File: src/rtl/muldiv_ctrl.sv
`timescale 1ns/1ps
// ---------------------------------------------------------------------------
// muldiv_ctrl
//
// Sequencing controller for the calculator's shared multiply/divide datapath.
// It drives the control strobes of the multiplier/dividend shift register and
// runs either a 4x4 shift-add multiply or an 8/4 restoring divide. It reports
// busy/done back to the top-level calculator FSM.
//
// Optional feature macro: MULDIV_DIVZERO_EN
//   When defined, a divide whose divisor is zero is skipped. The controller
//   jumps from LOAD straight to DONE and raises err, which holds until the
//   next accepted start. When undefined, divisor_zero is ignored and err is
//   always 0.
//
// Ports:
//   clk, rst        - rising-edge clock, asynchronous active-high reset
//   start, op       - request an operation (op: 0 = multiply, 1 = divide),
//                     sampled only while idle
//   c               - multiplier LSB from the shift register
//   borrow          - ALU borrow for the current divide step
//   divisor_zero    - divisor operand is zero
//   ld_multiplier   - load multiplier into the shift register
//   ld_dividend     - load dividend into the shift register
//   ad              - add multiplicand into the upper product bits
//   su              - load subtraction result into the remainder bits
//   q_bit           - quotient bit shifted in with sh
//   sh              - right-shift the register
//   busy, done, err - status: in progress, one-cycle completion, div-by-zero
// ---------------------------------------------------------------------------
module muldiv_ctrl #(
    parameter int MUL_STEPS = 4,
    parameter int DIV_STEPS = 5,
    parameter int CNT_W     = 3
) (
    input  logic clk,
    input  logic rst,
    input  logic start,
    input  logic op,
    input  logic c,
    input  logic borrow,
    input  logic divisor_zero,
    output logic ld_multiplier,
    output logic ld_dividend,
    output logic ad,
    output logic su,
    output logic q_bit,
    output logic sh,
    output logic busy,
    output logic done,
    output logic err
);

    typedef enum logic [2:0] {
        IDLE,
        LOAD,
        MUL_STEP,
        MUL_SH,
        DIV_STEP,
        DIV_SH,
        DONE
    } state_t;

    // The counter value seen during the final shift of each operation.
    localparam logic [CNT_W-1:0] MUL_LAST = CNT_W'(MUL_STEPS - 1);
    localparam logic [CNT_W-1:0] DIV_LAST = CNT_W'(DIV_STEPS - 1);
    localparam logic [CNT_W-1:0] CNT_ONE  = CNT_W'(1);

    state_t           state_q, state_d;
    logic [CNT_W-1:0] cnt_q, cnt_d;
    logic             op_q, op_d;
    logic             q_bit_q, q_bit_d;

`ifdef MULDIV_DIVZERO_EN
    logic err_q, err_d;
`else
    logic unused_divisor_zero;
    assign unused_divisor_zero = divisor_zero;
`endif

    // State and datapath-side registers. Reset returns to IDLE with all
    // registered outputs cleared, so every strobe drops as soon as rst rises.
    always_ff @(posedge clk or posedge rst) begin
        if (rst) begin
            state_q <= IDLE;
            cnt_q   <= '0;
            op_q    <= 1'b0;
            q_bit_q <= 1'b0;
`ifdef MULDIV_DIVZERO_EN
            err_q   <= 1'b0;
`endif
        end else begin
            state_q <= state_d;
            cnt_q   <= cnt_d;
            op_q    <= op_d;
            q_bit_q <= q_bit_d;
`ifdef MULDIV_DIVZERO_EN
            err_q   <= err_d;
`endif
        end
    end

    // Next-state and output decode. ad and su depend on c/borrow only in
    // their own step states. Every other strobe is a pure state decode.
    // The op used after IDLE is always the latched copy, so toggling the op
    // pin mid-operation has no effect.
    always_comb begin
        state_d       = state_q;
        cnt_d         = cnt_q;
        op_d          = op_q;
        q_bit_d       = q_bit_q;
`ifdef MULDIV_DIVZERO_EN
        err_d         = err_q;
`endif
        ld_multiplier = 1'b0;
        ld_dividend   = 1'b0;
        ad            = 1'b0;
        su            = 1'b0;
        q_bit         = 1'b0;
        sh            = 1'b0;
        busy          = 1'b0;
        done          = 1'b0;

        case (state_q)
            IDLE: begin
                if (start) begin
                    op_d    = op;
                    cnt_d   = '0;
`ifdef MULDIV_DIVZERO_EN
                    err_d   = 1'b0;
`endif
                    state_d = LOAD;
                end
            end

            LOAD: begin
                busy = 1'b1;
`ifdef MULDIV_DIVZERO_EN
                // A zero divisor skips the whole divide and never loads
                // the dividend.
                if (op_q && divisor_zero) begin
                    err_d   = 1'b1;
                    state_d = DONE;
                end else begin
                    ld_multiplier = ~op_q;
                    ld_dividend   = op_q;
                    state_d       = op_q ? DIV_STEP : MUL_STEP;
                end
`else
                ld_multiplier = ~op_q;
                ld_dividend   = op_q;
                state_d       = op_q ? DIV_STEP : MUL_STEP;
`endif
            end

            MUL_STEP: begin
                busy = 1'b1;
                // A set multiplier bit costs an extra add cycle before its
                // shift. A clear bit shifts right away.
                if (c) begin
                    ad      = 1'b1;
                    state_d = MUL_SH;
                end else begin
                    sh      = 1'b1;
                    cnt_d   = cnt_q + CNT_ONE;
                    state_d = (cnt_q == MUL_LAST) ? DONE : MUL_STEP;
                end
            end

            MUL_SH: begin
                busy    = 1'b1;
                sh      = 1'b1;
                cnt_d   = cnt_q + CNT_ONE;
                state_d = (cnt_q == MUL_LAST) ? DONE : MUL_STEP;
            end

            DIV_STEP: begin
                busy    = 1'b1;
                su      = ~borrow;
                q_bit_d = ~borrow;
                state_d = DIV_SH;
            end

            DIV_SH: begin
                busy    = 1'b1;
                sh      = 1'b1;
                q_bit   = q_bit_q;
                cnt_d   = cnt_q + CNT_ONE;
                state_d = (cnt_q == DIV_LAST) ? DONE : DIV_STEP;
            end

            DONE: begin
                busy    = 1'b1;
                done    = 1'b1;
                state_d = IDLE;
            end

            default: begin
                state_d = IDLE;
            end
        endcase
    end

`ifdef MULDIV_DIVZERO_EN
    assign err = err_q;
`else
    assign err = 1'b0;
`endif

endmodule

File: config.mk
export PLATFORM = sky130hd
export DESIGN_NAME = muldiv_ctrl
export DESIGN_NICKNAME = d
export VERILOG_FILES = /design/src/rtl/muldiv_ctrl.sv
export SDC_FILE = /design/constraint.sdc
export NUM_CORES = 1
export LEC_CHECK = 0
export BUFFER_PORTS_ARGS = -buffer_cell sky130_fd_sc_hd__buf_4
export CAP_MARGIN = 20
export CORE_AREA = 2 2 39 41
export CTS_CLUSTER_SIZE = 8
export DETAILED_ROUTE_END_ITERATION = 8
export DIE_AREA = 0 0 41 43
export PLACE_DENSITY = 0.68
export SLEW_MARGIN = 20
export SYNTH_ARGS = -nofsm -noshare
export SYNTH_HDL_FRONTEND = slang
export SYNTH_SLANG_ARGS = --single-unit
File: constraint.sdc
create_clock -name clk -period 2.9 [get_ports clk]
set_clock_uncertainty 0.1 [all_clocks]
set_input_delay 0.58 -clock clk [delete_from_list [all_inputs] [get_ports clk]]
set_output_delay 0.58 -clock clk [all_outputs]
set_load 0.03 [all_outputs]
# Word level (Yosys, flattened, before mapping)
# Index checks and enable logic that the tools add are counted.
# totals
ff_bits	8
wordCells	42
# classes
addsub	1
n_mux	19
reduce_logical	6
n_bitwise	2
n_eq_ne	10
# ops
operator	n
3-bit 2-to-1 mux	6
3-bit one-hot mux with 6 select lines	1
3-bit == test, second input constant	4
3-bit by 2-bit == test with 1-bit output, second input constant	3
1-bit 2-to-1 mux	9
3-bit one-hot mux with 3 select lines	1
6-bit OR reduction	1
2-bit != test, second input constant	2
3-bit by 1-bit adder with 3-bit output, second input constant	1
3-bit by 1-bit == test with 1-bit output, second input constant	1
3-bit logical NOT	1
3-bit AND reduction	1
3-bit nonzero test	1
2-bit 2-to-1 mux	1
1-bit NOT	2
1-bit one-hot mux with 2 select lines	1
2-bit AND reduction	1
2-bit OR reduction	1

# Longest topological paths before layout
# logic_depth
word_depth	4
mapped_depth	5
mapped_depth_nobuf	5

# Worst setup path before layout
# No wires, ideal clock.
# synth_timing
kind	register -> output
from	register state_q[1]
to	output port ld_multiplier
stages_incl_launch_ff	4
path_slack_ns	0.490
arrival_time_ns	1.730
cell_sequence	dfrtp_1 > buf_6 > buf_2 > nor4b_1
# synth_between
elab_chain_len	2
# synth_rtl
element	line	source
start, declared	69	state_t state_q, state_d;
start signal, assigned	93	state_q <= state_d;
3-bit by 1-bit == test with 1-bit output	124	case (state_q)
1-bit 2-to-1 mux	124	
end, declared	43	output logic ld_multiplier,
# Every way passes these cells.

# Final worst setup path
# layout_timing
from	register state_q[2]
to	output port sh
# layout_between
elab_chain_len	3
word_cells_on_any_way	5
# layout_rtl
element	line	source
3-bit == test or 3-bit by 2-bit == test with 1-bit output (tied branches)	124	
2-bit OR reduction (no line)	--	
1-bit one-hot mux with 2 select lines *	124	
end, declared	48	output logic sh,
# Mark *: on every way between the ends. The rest lies on a longest branch, timed or not.

==> out/qor.yml <==
instances_no_fill: 84
avgViaCountPerCell: 5.12
design_area_um2: 668
synth_cell_types: 28
power_mw: 0.760
antenna_found_initial: 0
crit_path_max_fanout: 19
slew_viol_final: 0
status: "complete, no violations"
setup_ws_ns: 0.588
rows: 14
clockRootBuffer: "clkbuf_4"
fmax_mhz: 433
cts_setup_buffers: 0
ant_nets: 0
placed_cell_area_um2: 646
clk_latency_ns: 0.25
start_util_pct: 41.4
powerDensity_nw_per_um2: 1140
reg2reg_slack_ns: 1.25
area_delta_synth_final_pct: 16.6
synth_nets: 68
synth_warnings: 0
cts_tree: "built"
yosysMostFrequentCell: "dfrtp_1"
wire_per_inst_um: 11.3
arrival_ns: 1.63
dp_slack_ns: 0.852
drive_above_1_share_pct: 32.4
final_hold_viol_count: 0
p_sw_mw: 0.352
p_seq_share_pct: 37.1
ys_seq_area_share_pct: 34.9
setup_viol: 0
clkPwrFrac_pct: 10.6
grt_use_total_pct: 13.7
syn_area_um2: 573
io_buffer_count: 13
grt_pass1_wl_um: 1580
fin_crit_ns: 2.31
core_um2: 1380
reg2reg_to: "cnt_q[0]"
ys.flop_type: "dfrtp_1"
relSlewSlack_pct: 59.8
first_global_vias: 351
worst_pin_slew_ns: 0.604
fin_crit_sh_pct: 79.7
cts_max_level: 1
ys_ff_latch: 8
synthArstFlopShare_pct: 100
startpoint_type: "flip-flop"
hold_buffers: 0
ys_top_cells_by_area: "dfrtp_1 (35%), ha_1 (6.6%), mux2_2 (5.9%)"
p_int_mw: 0.408
reg2reg_from: "state_q[2]"
cts_sinks: 8
p_comb_share_pct: 52.3
grt_start_max_net_pins: 20
dp_cells: 81
place.gp.congestion: 0.721
critPathSlowestCell: "dfrtp_1"
p_leak_nw: 0.334
synth.top_cells.by_count: "dfrtp_1 (8), inv_1 (7), nor2_1 (5)"
path_cells: "xor2_1 > a21o_1 > buf_4"
synth_area_per_cell_um2: 9.88
tns_ns: 0
die_w_um: 41
diodes: 0
synthCells: 58
hold_class: "in -> async"
overflow: 0
clock_path_buffers: 2
timing.hold.ws_ns: 0.176
vias: 430
netlist.area_leader.share_pct: 34.9
cts_buffers: 3
r2r_cells: 3
die_area_um2: 1760
cts-resized-gates: 0
grt_setup_unrepaired: "no"
num-nets-final: 80
drc: 0
peakVddDrop_mv: 0.521
cp.required_ns: 2.22
drv_cap: 0
end_kind: "primary output"
die_h_um: 43
drt-pass1-iter-count: 4
switching_share_pct: 46.3
clk_transition_reported_paths_ns: 0.05
io_pins: 16
hpwl_um: 714
drt_wl_total_um: 945
synth_area_leader_cell: "dfrtp_1"
max_stage_delay_ns: 0.72
crit_type: "reg -> out"
synth-edff-count: 0
drt_iter0_markers: 13
finish.utilization_pct: 48.3
per-layer routing:
layer / vias up / part of all wire (%) / GRT usage [%] / routed length [um]
li1: 226 / - / - / -
met1: 191 / 45 / 17.1 / 427
met2: 11 / 47 / 18.4 / 447
met3: 2 / 6.5 / 7.85 / 61
met4: 0 / 0.85 / 6.00 / 8
met5: - / 0 / 0 / 0
worst max-delay path by stage:
stage / startpoint / end / slack [ns]
2_1_floorplan: state_q[1] / ld_multiplier / 0.49
3_3_place_gp: state_q[1] / sh / 0.87
3_5_place_dp: state_q[1] / sh / 0.85
4_1_cts: state_q[1] / sh / 0.58
5_1_grt: state_q[2] / sh / 0.41
6_report: state_q[2] / sh / 0.59
state kept, by name (all words and copies together) (netlist names):
register and cells:
op_q 1, cnt_q 3, state_q 3, q_bit_q 1
cells in the final DEF, fill, tap and decap left out:
| cell type | instances |
|---|---|
| mux2_2 | 3 |
| a21oi_1 | 1 |
| nor2_1 | 5 |
| xor2_1 | 1 |
| o21ai_0 | 1 |
| nor4b_1 | 2 |
| nor3b_2 | 1 |
| and3_1 | 1 |
| a22o_1 | 3 |
| and4b_1 | 1 |
| a31oi_1 | 2 |
| nor4_1 | 1 |
| nand2_1 | 3 |
| o22a_1 | 1 |
| a21o_1 | 1 |
| a211oi_2 | 1 |
| inv_1 | 7 |
| dfrtp_1 | 8 |
| clkbuf_4 | 3 |
| ha_1 | 3 |
| conb_1 | 1 |
| nor3_1 | 1 |
| nor4b_4 | 1 |
| nor4bb_1 | 1 |
| nand4b_1 | 1 |
| buf_4 | 13 |
| a222oi_1 | 1 |
critical path, delay by kind of cell (launching register included):
family / cells / cell delay, ns
buffers and inverters: 1 / 0.18
DFF: 1 / 0.72
xor gates and xnor gates: 1 / 0.27
AOI/OAI and AO/OA: 1 / 0.21
logic make-up (layout without fill, tap and decap cells):
group           after synthesis  after routing  share of synthesized area, %
xor+xnor                      1              1                          1.53
flops                         8              8                          34.9
mux                           3              3                          5.89
other cells                   1              1                         0.654
fa+ha+maj                     3              3                          6.55
simple gates                 18             18                          22.7
compound gates               11             11                          15.3
buf+inv                      13             23                          12.4
power by group through the flow:
stage | clock network [mW] | registers [mW] | logic (mW)
floorplan | 0 | 0.200 | 0.408
global placement | 0 | 0.283 | 0.392
detailed placement | 0 | 0.285 | 0.400
global route | 0.0914 | 0.299 | 0.439
CTS | 0.0854 | 0.283 | 0.401
finish | 0.0807 | 0.282 | 0.398
area by class of cell:
| cell class | count | area (um^2) |
|---|---|---|
| clock buffers | 3 | 22.5 |
| fillers | 137 | 716 |
| inverters | 7 | 26.3 |
| multi-input cells | 37 | 302 |
| flip-flops and latches | 8 | 200 |
| well taps | 16 | 20.0 |
| repair buffers | 13 | 97.6 |
(Power assumes the default switching activity.)
